`src/rtl/clk_rst_sequencer.sv`:
```
// Bring-up sequencer for a clock wizard: resets it, qualifies its lock, then
// releases the system reset. It retries failed lock attempts and drops to FAIL
// once the retry limit is reached.
module clk_rst_sequencer #(
  parameter int WIZ_RST_CYCLES     = 8,
  parameter int LOCK_TIMEOUT       = 65536,
  parameter int LOCK_STABLE_CYCLES = 1024,
  parameter int RELEASE_DELAY      = 16,
  parameter int MAX_RETRIES        = 3
) (
  input  logic       clock,
  input  logic       reset,
  input  logic       locked,
  input  logic       sw_reset_req,
  output logic       wiz_resetn,
  output logic       sys_reset,
  output logic [2:0] state,
  output logic       error,
  output logic [7:0] lock_loss_count
);

  localparam int MAX_A   = (WIZ_RST_CYCLES > LOCK_TIMEOUT) ? WIZ_RST_CYCLES : LOCK_TIMEOUT;
  localparam int MAX_B   = (LOCK_STABLE_CYCLES > RELEASE_DELAY) ? LOCK_STABLE_CYCLES : RELEASE_DELAY;
  localparam int CNT_MAX = (MAX_A > MAX_B) ? MAX_A : MAX_B;
  localparam int CW      = (CNT_MAX > 1) ? $clog2(CNT_MAX) : 1;
  localparam int RW      = $clog2(MAX_RETRIES + 1);

  typedef enum logic [2:0] {
    S_WIZ_RST   = 3'd0,
    S_WAIT_LOCK = 3'd1,
    S_STABLE    = 3'd2,
    S_RELEASE   = 3'd3,
    S_RUN       = 3'd4,
    S_FAIL      = 3'd5
  } state_t;

  state_t        st, st_nxt;
  logic [CW-1:0] cnt, cnt_nxt;
  logic [RW-1:0] retry_cnt, retry_nxt;
  logic [7:0]    llc_nxt;
  logic          lock_meta, locked_s;
  logic          fail_attempt;

  // Two-flop synchronizer; only locked_s feeds decisions.
  always_ff @(posedge clock or posedge reset) begin
    if (reset) begin
      lock_meta <= 1'b0;
      locked_s  <= 1'b0;
    end else begin
      lock_meta <= locked;
      locked_s  <= lock_meta;
    end
  end

  always_ff @(posedge clock or posedge reset) begin
    if (reset) begin
      st              <= S_WIZ_RST;
      cnt             <= '0;
      retry_cnt       <= '0;
      lock_loss_count <= 8'd0;
      wiz_resetn      <= 1'b0;
      sys_reset       <= 1'b1;
      error           <= 1'b0;
    end else begin
      st              <= st_nxt;
      cnt             <= cnt_nxt;
      retry_cnt       <= retry_nxt;
      lock_loss_count <= llc_nxt;
      // Outputs are decoded from the next state so they line up with st.
      wiz_resetn      <= (st_nxt != S_WIZ_RST);
      sys_reset       <= (st_nxt != S_RUN);
      error           <= (st_nxt == S_FAIL);
    end
  end

  always_comb begin
    st_nxt       = st;
    cnt_nxt      = cnt + 1'b1;
    retry_nxt    = retry_cnt;
    llc_nxt      = lock_loss_count;
    fail_attempt = 1'b0;
    case (st)
      S_WIZ_RST: begin
        if (cnt == CW'(WIZ_RST_CYCLES - 1)) st_nxt = S_WAIT_LOCK;
      end
      S_WAIT_LOCK: begin
        if (locked_s)                            st_nxt = S_STABLE;
        else if (cnt == CW'(LOCK_TIMEOUT - 1))   fail_attempt = 1'b1;
      end
      S_STABLE: begin
        if (!locked_s)                                fail_attempt = 1'b1;
        else if (cnt == CW'(LOCK_STABLE_CYCLES - 1))  st_nxt = S_RELEASE;
      end
      S_RELEASE: begin
        if (!locked_s) fail_attempt = 1'b1;
        else if (cnt == CW'(RELEASE_DELAY - 1)) begin
          st_nxt    = S_RUN;
          retry_nxt = '0;
        end
      end
      S_RUN: begin
        cnt_nxt = cnt;
        // Lock loss outranks a coincident software request.
        if (!locked_s) begin
          st_nxt = S_WIZ_RST;
          if (lock_loss_count != 8'hFF) llc_nxt = lock_loss_count + 8'd1;
        end else if (sw_reset_req) begin
          st_nxt = S_RELEASE;
        end
      end
      S_FAIL: begin
        cnt_nxt = cnt;
        if (sw_reset_req) begin
          st_nxt    = S_WIZ_RST;
          retry_nxt = '0;
        end
      end
      default: st_nxt = S_WIZ_RST;
    endcase
    if (fail_attempt) begin
      retry_nxt = retry_cnt + 1'b1;
      st_nxt    = (retry_nxt == RW'(MAX_RETRIES)) ? S_FAIL : S_WIZ_RST;
    end
    if (st_nxt != st) cnt_nxt = '0;
  end

  assign state = st;

endmodule

```
`config.mk`:
```
export PLATFORM = sky130hd
export DESIGN_NAME = clk_rst_sequencer
export DESIGN_NICKNAME = d
export VERILOG_FILES = /design/src/rtl/clk_rst_sequencer.sv
export SDC_FILE = /design/constraint.sdc
export NUM_CORES = 1
export LEC_CHECK = 0
export ABC_AREA = 1
export BUFFER_PORTS_ARGS = -buffer_cell sky130_fd_sc_hd__buf_2
export CAP_MARGIN = 5
export CORE_MARGIN = 3
export CORE_UTILIZATION = 35
export CTS_BUF_LIST = sky130_fd_sc_hd__clkbuf_8 sky130_fd_sc_hd__clkbuf_16
export CTS_CLUSTER_DIAMETER = 60
export CTS_CLUSTER_SIZE = 24
export DETAILED_ROUTE_END_ITERATION = 8
export MAX_ROUTING_LAYER = met4
export PLACE_DENSITY = 0.5
export SKIP_LAST_GASP = 1
export SLEW_MARGIN = 20
export SYNTH_ARGS = -nofsm -noshare
export SYNTH_HDL_FRONTEND = slang
export SYNTH_SLANG_ARGS = --single-unit
```
`constraint.sdc`:
```
create_clock -name clock -period 2.69 [get_ports clock]
set_clock_uncertainty 0.1 [all_clocks]
set_input_delay 0.269 -clock clock [delete_from_list [all_inputs] [get_ports clock]]
set_output_delay 0.269 -clock clock [all_outputs]
set_load 0.01 [all_outputs]
```
==> results of run 1 <==
-- registers in the layout, indices dropped and copies added, names as in the netlist --
signal	flops
retry_cnt	2
locked_s	1
error	1
lock_meta	1
cnt	16
lock_loss_count	8
wiz_resetn	1
sys_reset	1
state	3
-- layer usage --
| layer | GRT usage, % | vias up | routed length, um |
|---|---|---|---|
| met4 | 4.124 | 0 | 54 |
| met5 | - | - | 0 |
| met2 | 20.28 | 18 | 1652 |
| met1 | 17.71 | 679 | 1872 |
| met3 | 4.063 | 6 | 128 |
| li1 | - | 757 | - |
-- synth_stat cells, types with 2 or more instances --
master	number	share of area (%)
nand2_1	40	7.9
nor2_1	39	7.7
dfrtp_1	33	44
inv_1	21	4.2
nand3_1	20	5.3
xor2_1	11	5.1
nor2_4	8	4.7
xnor2_1	7	3.2
nand4_1	6	2.0
o21ai_0	6	1.6
nor2_2	5	1.6
nand2_2	4	1.3
ha_1	3	2.0
a21oi_1	2	0.53
inv_2	2	0.40
nand3_2	2	1.1
nand3b_1	2	0.79
-- layout make-up --
cell class,instances,area [sq um],share of cell area [%]
multi-input cells,164,932.1,42.74
flip-flops and latches,34,852.1,39.07
repair buffers,20,112.6,5.164
clock buffers,8,110.1,5.049
well taps,70,87.58,4.016
inverters,23,86.33,3.959
-- metrics by stage --
stage	std cells	utilization, %	setup WS (ns)	cell area (sq um)
after floorplan	223	-	0.7404	1898
after global placement	309	39.65	0.5046	2051
after detailed placement	309	39.65	0.4795	2051
after CTS	319	42.16	0.4685	2181
after global routing	319	42.16	0.2682	2181
final	319	42.16	0.5210	2181
-- timing repair --
item	in CTS	in global routing
buffers inserted	0	0
hold buffers	2	0
endpoints found under the hold margin	15	0
-- worst max-delay path by stage --
stage / slack, ns / endpoint
2_1_floorplan: 0.74 / cnt[1]$_DFFE_PP0P_
5_1_grt: 0.27 / cnt[15]$_DFFE_PP0P_
3_3_place_gp: 0.50 / cnt[7]$_DFFE_PP0P_
4_1_cts: 0.47 / cnt[15]$_DFFE_PP0P_
6_report: 0.52 / cnt[11]$_DFFE_PP0P_
3_5_place_dp: 0.48 / cnt[7]$_DFFE_PP0P_
-- power by group --
part | switching, W | total [W] | internal, W
Sequential | 0.0000814 | 0.000665 | 0.000584
Clock | 0.000193 | 0.000452 | 0.000259
Combinational | 0.000376 | 0.000556 | 0.000180
-- cell families (layout without fill, tap and decap cells) --
family | after synthesis | count (layout) | synth area share [%]
AND/OR/NAND/NOR | 130 | 130 | 34.41
flip-flops | 34 | 34 | 44.89
buffers and inverters | 25 | 51 | 5.999
XOR/XNOR | 18 | 18 | 8.306
AO/OA/AOI/OAI | 11 | 11 | 3.297
adder cells (fa/ha/maj) | 3 | 3 | 1.978
multiplexers | 2 | 2 | 1.121
-- worst max-delay path, delay by kind of cell, from the launching register on --
family / cells / cell delay [ns]
fa+ha+maj: 1 / 0.23
buf+inv: 1 / 0.10
flops: 1 / 0.40
simple gates: 12 / 1.26
==> metrics.md, run 1 <==
| Metric | Value |
|---|---|
| Worst-Margin Slew | roughly 0.6 ns |
| Hold Path End | sys_reset$_DFF_PP1_ |
| Setup crit end kind | flop |
| Yosys warns | 0 |
| Clk sinks | 34 |
| Largest net degree at the start of global routing | 21 |
| Layout fillers | about 520 |
| Total GRT Usage | between 10% and 20% |
| Post-synthesis cell count | between 200 and 250 |
| Commonest non-fill, non-tap cell in the layout | nand2_1 |
| Cells on worst reg2reg path | 14 |
| Initial DRC Count | 54 |
| Crit-path most repeated cell | nand2_1 |
| Clock insertion delay at the later pin of the skew report | approximately 0.29 ns |
| Fin. max-slew vios | 0 |
| Critical-path cell list | ha_1 -> nand2_1 -> nor2_1 -> nand2_1 -> nor2_1 -> nand2_1 -> nand2_2 -> inv_2 -> nand2_1 -> nand2_1 -> nand2_1 -> nor2_2 -> nand3_4 -> nor2_1 |
| Outcome | complete, no violations |
| Nets | approximately 260 |
| Tmin final | 2.169 ns |
| Worst-path fanout max | 16 |
| CTS root buf | clkbuf_8 |
| Synthesized area per cell | 8.512 sq um |
| Die width | about 80 um |
| RR Endpoint | cnt[11]$_DFFE_PP0P_ |
| Critical R2R Launch | cnt[0]$_DFFE_PP0P_ |
| ANT cells | 0 |
| First-pass GRT wire length | around 6.5 mm |
| TritonCTS clock tree | done |
| Worst Hold Class | input pin to flop |
| Port bufs | 17 |
| Worst setup startpoint | cnt[0]$_DFFE_PP0P_ |
| Syn_nets | 230 |
| Via count | roughly 1.5k |
| Crit path launch type | flop |
| Core Region | around 5200 sq um |
| Post-synth ARST share | 100.0% |
| Setup violators final | 0 |
| Via-to-Cell Ratio | 4.577 |
| Initial antenna violation count | 0 |
| Worst Hold Launch | sw_reset_req |
| #FFs+latches synth | 34 |
| CTS Buf Count | 5 |
| Leak | 1.042 nW |
| Critical Path AT | 2.28 ns |
| Yosys cell types | 29 |
| Slew margin rel. | between 60% and 70% |
| Ys flop type | dfrtp_1 |
| PwrDens | between 700 and 800 nW/um^2 |
| Final hold vios | 0 |
| Post-cts gate resize count | 0 |
| WL/cell | 11.62 um |
| CP max stage cell | dfrtp_1 |
| RSZ-0062 raised after global routing | false |
| Total design power | around 0.0017 W |
| Die ar. | around 6300 sq um |
| CP max stage delay | 0.40 ns |
| EDFF count, synth | 0 |
| Area Overhead vs Synth | 14.90% |
| Post-route ant nets | 0 |
| Synth Cell Area | approximately 1900 sq um |
| Vias in the first global route | ~1.4k |
| Clock-pin slew on the worst setup and hold paths | 0.07 ns |
| CP Class | flop to flop |
| DRC viols | 0 |
| HPWL after detailed placement | between 2 and 3 mm |
| 1st-pass router iterations | 3 |
| Share of layout cells above drive strength 1 | about 20% |
| Remaining global-route overflow | 0 |
| Final wirelength | 3.706 mm |
| Initial Utilization | between 30% and 40% |
| Most frequent cells in the layout | 40 x nand2_1, 39 x nor2_1, 33 x dfrtp_1 |
| Sequential fraction of the synthesis area | 44.89% |
| Max-Cap Viols | 0 |
| Row count | 26 |
| Die height | approximately 80 um |
| H-Tree Depth | 2 |
| R2R Setup Slk | 0.52 ns |
| Worst IR Drop VDD | around 0.00038 V |
| Period utilization | between 80 and 90% |
| Clock Tree Buf Depth | 2 |
| Placer Congestion | around 0.91 |
| Worst Path Required | about 2.8 ns |
| # IOs | 18 |
| WHS | about 0.14 ns |
| Hold path depth | 3 |
| Setup TNS | 0 ns |
| Max Fclk | about 460 MHz |
Power figures use the tool's default switching activity.
==> inputs of run 2 (changes only) <==
Clock period 2.69 ns to 2.26 ns, I/O delays scaled along.
==> run 2 against run 1 <==
  * Total power rose by 28%
  * Worst setup slack got worse by 0.39 ns
  * Wire length rose by 4.5%
  * Critical path depth did not move
  * Die area did not move
  * Clock power rose by 2%
  * Flip-flop and latch count did not move
  * Maximum frequency rose by 1.9%
  * First-iteration DRC count rose by 20%
  * Critical endpoint is now cnt[2]$_DFFE_PP0P_
  * Via count rose by 2.0%
  * Core utilization rose by 1.3 points
  * Highest routed layer unchanged
  * Largest cell class unchanged
  * Combinational power rose by 61%
==> metrics.md, run 2 (synthesis results as in run 1) <==
| Metric | Value |
|---|---|
| Initial antenna violation count | 0 |
| DRC viols | 0 |
| Max-Cap Viols | 0 |
| Critical R2R Launch | cnt[1]$_DFFE_PP0P_ |
| Tmin final | about 2.1 ns |
| TritonCTS clock tree | done |
| Final WS setup | 0.1317 ns |
| Core Region | about 5200 sq um |
| Cells on worst reg2reg path | 14 |
| Final wirelength | 3.874 mm |
| Die height | approximately 80 um |
| Die ar. | ~6300 sq um |
| Worst IR Drop VDD | about 0.00038 V |
| Port bufs | 17 |
| Clock insertion delay at the later pin of the skew report | between 0.2 and 0.3 ns |
| Clock Tree Buf Depth | 2 |
| Worst-Margin Slew | roughly 0.43 ns |
| Pre-CTS setup slack | 0.1367 ns |
| Worst Hold Launch | sw_reset_req |
| R2R Setup Slk | roughly 0.13 ns |
| Placer Congestion | roughly 0.80 |
| Nets | 260 |
| Setup crit end kind | flop |
| Area Overhead vs Synth | 18.52% |
| ANT cells | 0 |
| Met2 track demand over resource | around 22% |
| CP max stage delay | around 0.38 ns |
| Initial Utilization | 36.70% |
| Via count | 1489 |
| Remaining global-route overflow | 0 |
| Setup violators final | 0 |
| Clk sinks | 34 |
| Most Crowded Layer GR | met2 |
| PwrDens | between 900 and 1000 nW/um^2 |
| CP max stage cell | dfrtp_1 |
| Worst Hold Class | input pin to flop |
| Slew margin rel. | around 72% |
| Fin. max-slew vios | 0 |
| Most frequent cells in the layout | 39 x nand2_1, 35 x nor2_1, 33 x dfrtp_1 |
| Period utilization | a little over nine tenths |
| Critical-path cell list | ha_2 -> nand2_1 -> nor2_2 -> nand2_2 -> nor2_2 -> nand2_1 -> nand2_2 -> inv_2 -> or2_4 -> nand2_4 -> nand2_2 -> nand3_4 -> clkbuf_16 -> nor2_4 |
| Crit path launch type | flop |
| Largest net degree at the start of global routing | 35 |
| H-Tree Depth | 2 |
| Die width | around 80 um |
| Final hold vios | 0 |
| Post-route ant nets | 0 |
| Total GRT Usage | 13.83% |
| RR Endpoint | cnt[2]$_DFFE_PP0P_ |
| Initial DRC Count | 65 |
| Clock-pin slew on the worst setup and hold paths | 0.07 ns |
| WHS | just under 0.1 ns |
| GRT met3 Usage | approximately 3.6% |
| Share of layout cells above drive strength 1 | ~24% |
| Commonest non-fill, non-tap cell in the layout | nand2_1 |
| Layout fillers | 548 |
| Largest Register | cnt |
| Via-to-Cell Ratio | about 4.6 |
| Outcome | complete, no violations |
| Post-route cell area | ~2200 sq um |
| CTS root buf | clkbuf_8 |
| Worst Path Required | 2.33 ns |
| CP Class | flop to flop |
| WL/cell | 11.96 um |
| Worst-path fanout max | 8 |
| Vias in the first global route | 1491 |
| Met1 Use GR | between 10% and 20% |
| Worst setup path endpoint | cnt[2]$_DFFE_PP0P_ |
| Critical Path AT | between 2 and 2.5 ns |
| # IOs | 18 |
| Max Fclk | 469.9 MHz |
| Largest register FFs | 16 |
| Setup TNS | 0 ns |
| Crit-path most repeated cell | nand2_2 |
| Cell Area, Placed | between 2000 and 2500 sq um |
| 1st-pass router iterations | 4 |
| CTS Buf Count | 5 |
| HPWL after detailed placement | roughly 2.8 mm |
| First-pass GRT wire length | 6.637 mm |
| Leak | about 1.1 nW |
| Worst setup startpoint | cnt[1]$_DFFE_PP0P_ |
| Row count | 26 |
==> run 2: cell types whose count changed in the layout (fill, tap and decap cells not counted), moves of 2 or more <==
cell	delta
buf_4	+3
clkbuf_8	-2
nor2_1	-4
nor2_2	+4
==> run 2: final cells by class <==
cell class	count	area, sq um	area share (%)
clock buffers	6	82.58	3.671
clock inverters	2	8.758	0.3893
inverters	23	86.33	3.838
multi-input cells	164	952.2	42.32
flip-flops and latches	34	852.1	37.88
well taps	70	87.58	3.893
repair buffers	25	180.2	8.009
==> run 2: stage by stage <==
step                utilization (%)  cells  total power [W]
finish                        43.49    324         0.002146
global route                  43.49    324         0.002304
CTS                           42.48    322         0.002044
detailed placement            40.32    312         0.001577
global placement              40.32    312         0.001566
floorplan                         -    223         0.001401
==> run 2: where the power goes <==
group | leakage, nW | total (W) | internal [W] | switching (W)
clock network | 0.0524 | 0.000460 | 0.000241 | 0.000218
registers | 0.453 | 0.000793 | 0.000695 | 0.0000972
logic | 0.573 | 0.000894 | 0.000381 | 0.000512
total | 1.08 | 0.00215 | 0.00132 | 0.000828
==> run 2: worst min-delay path by stage <==
stage,end,slack (ns),depth (start not counted)
final,sys_reset$_DFF_PP1_,0.1,3
after global placement,locked_s$_DFF_PP0_,0.23,0
after detailed placement,locked_s$_DFF_PP0_,0.24,0
after CTS,sys_reset$_DFF_PP1_,0.1,3
after global routing,sys_reset$_DFF_PP1_,0.13,3
after floorplan,lock_meta$_DFF_PP0_,0.16,0
==> run 2: repair_timing <==
item	CTS	global route
buffers inserted	0	1
gates resized for setup	0	7
hold endpoints to repair	34	0
endpoints found under the setup margin	0	16
hold buffers	2	0
==> run 2: critical path: cells and delay by family (launching register included) <==
family                     cells  cell delay (ns)
and+or+nand+nor               11             1.06
DFF                            1             0.38
buffers and inverters          2             0.26
adders and majority gates      1             0.20
==> run 2: metal layers <==
metal	share of wire (%)	up-vias
met5	0	-
met4	1.7	0
met3	3.6	8
met1	48	692
li1	-	768
met2	46	21
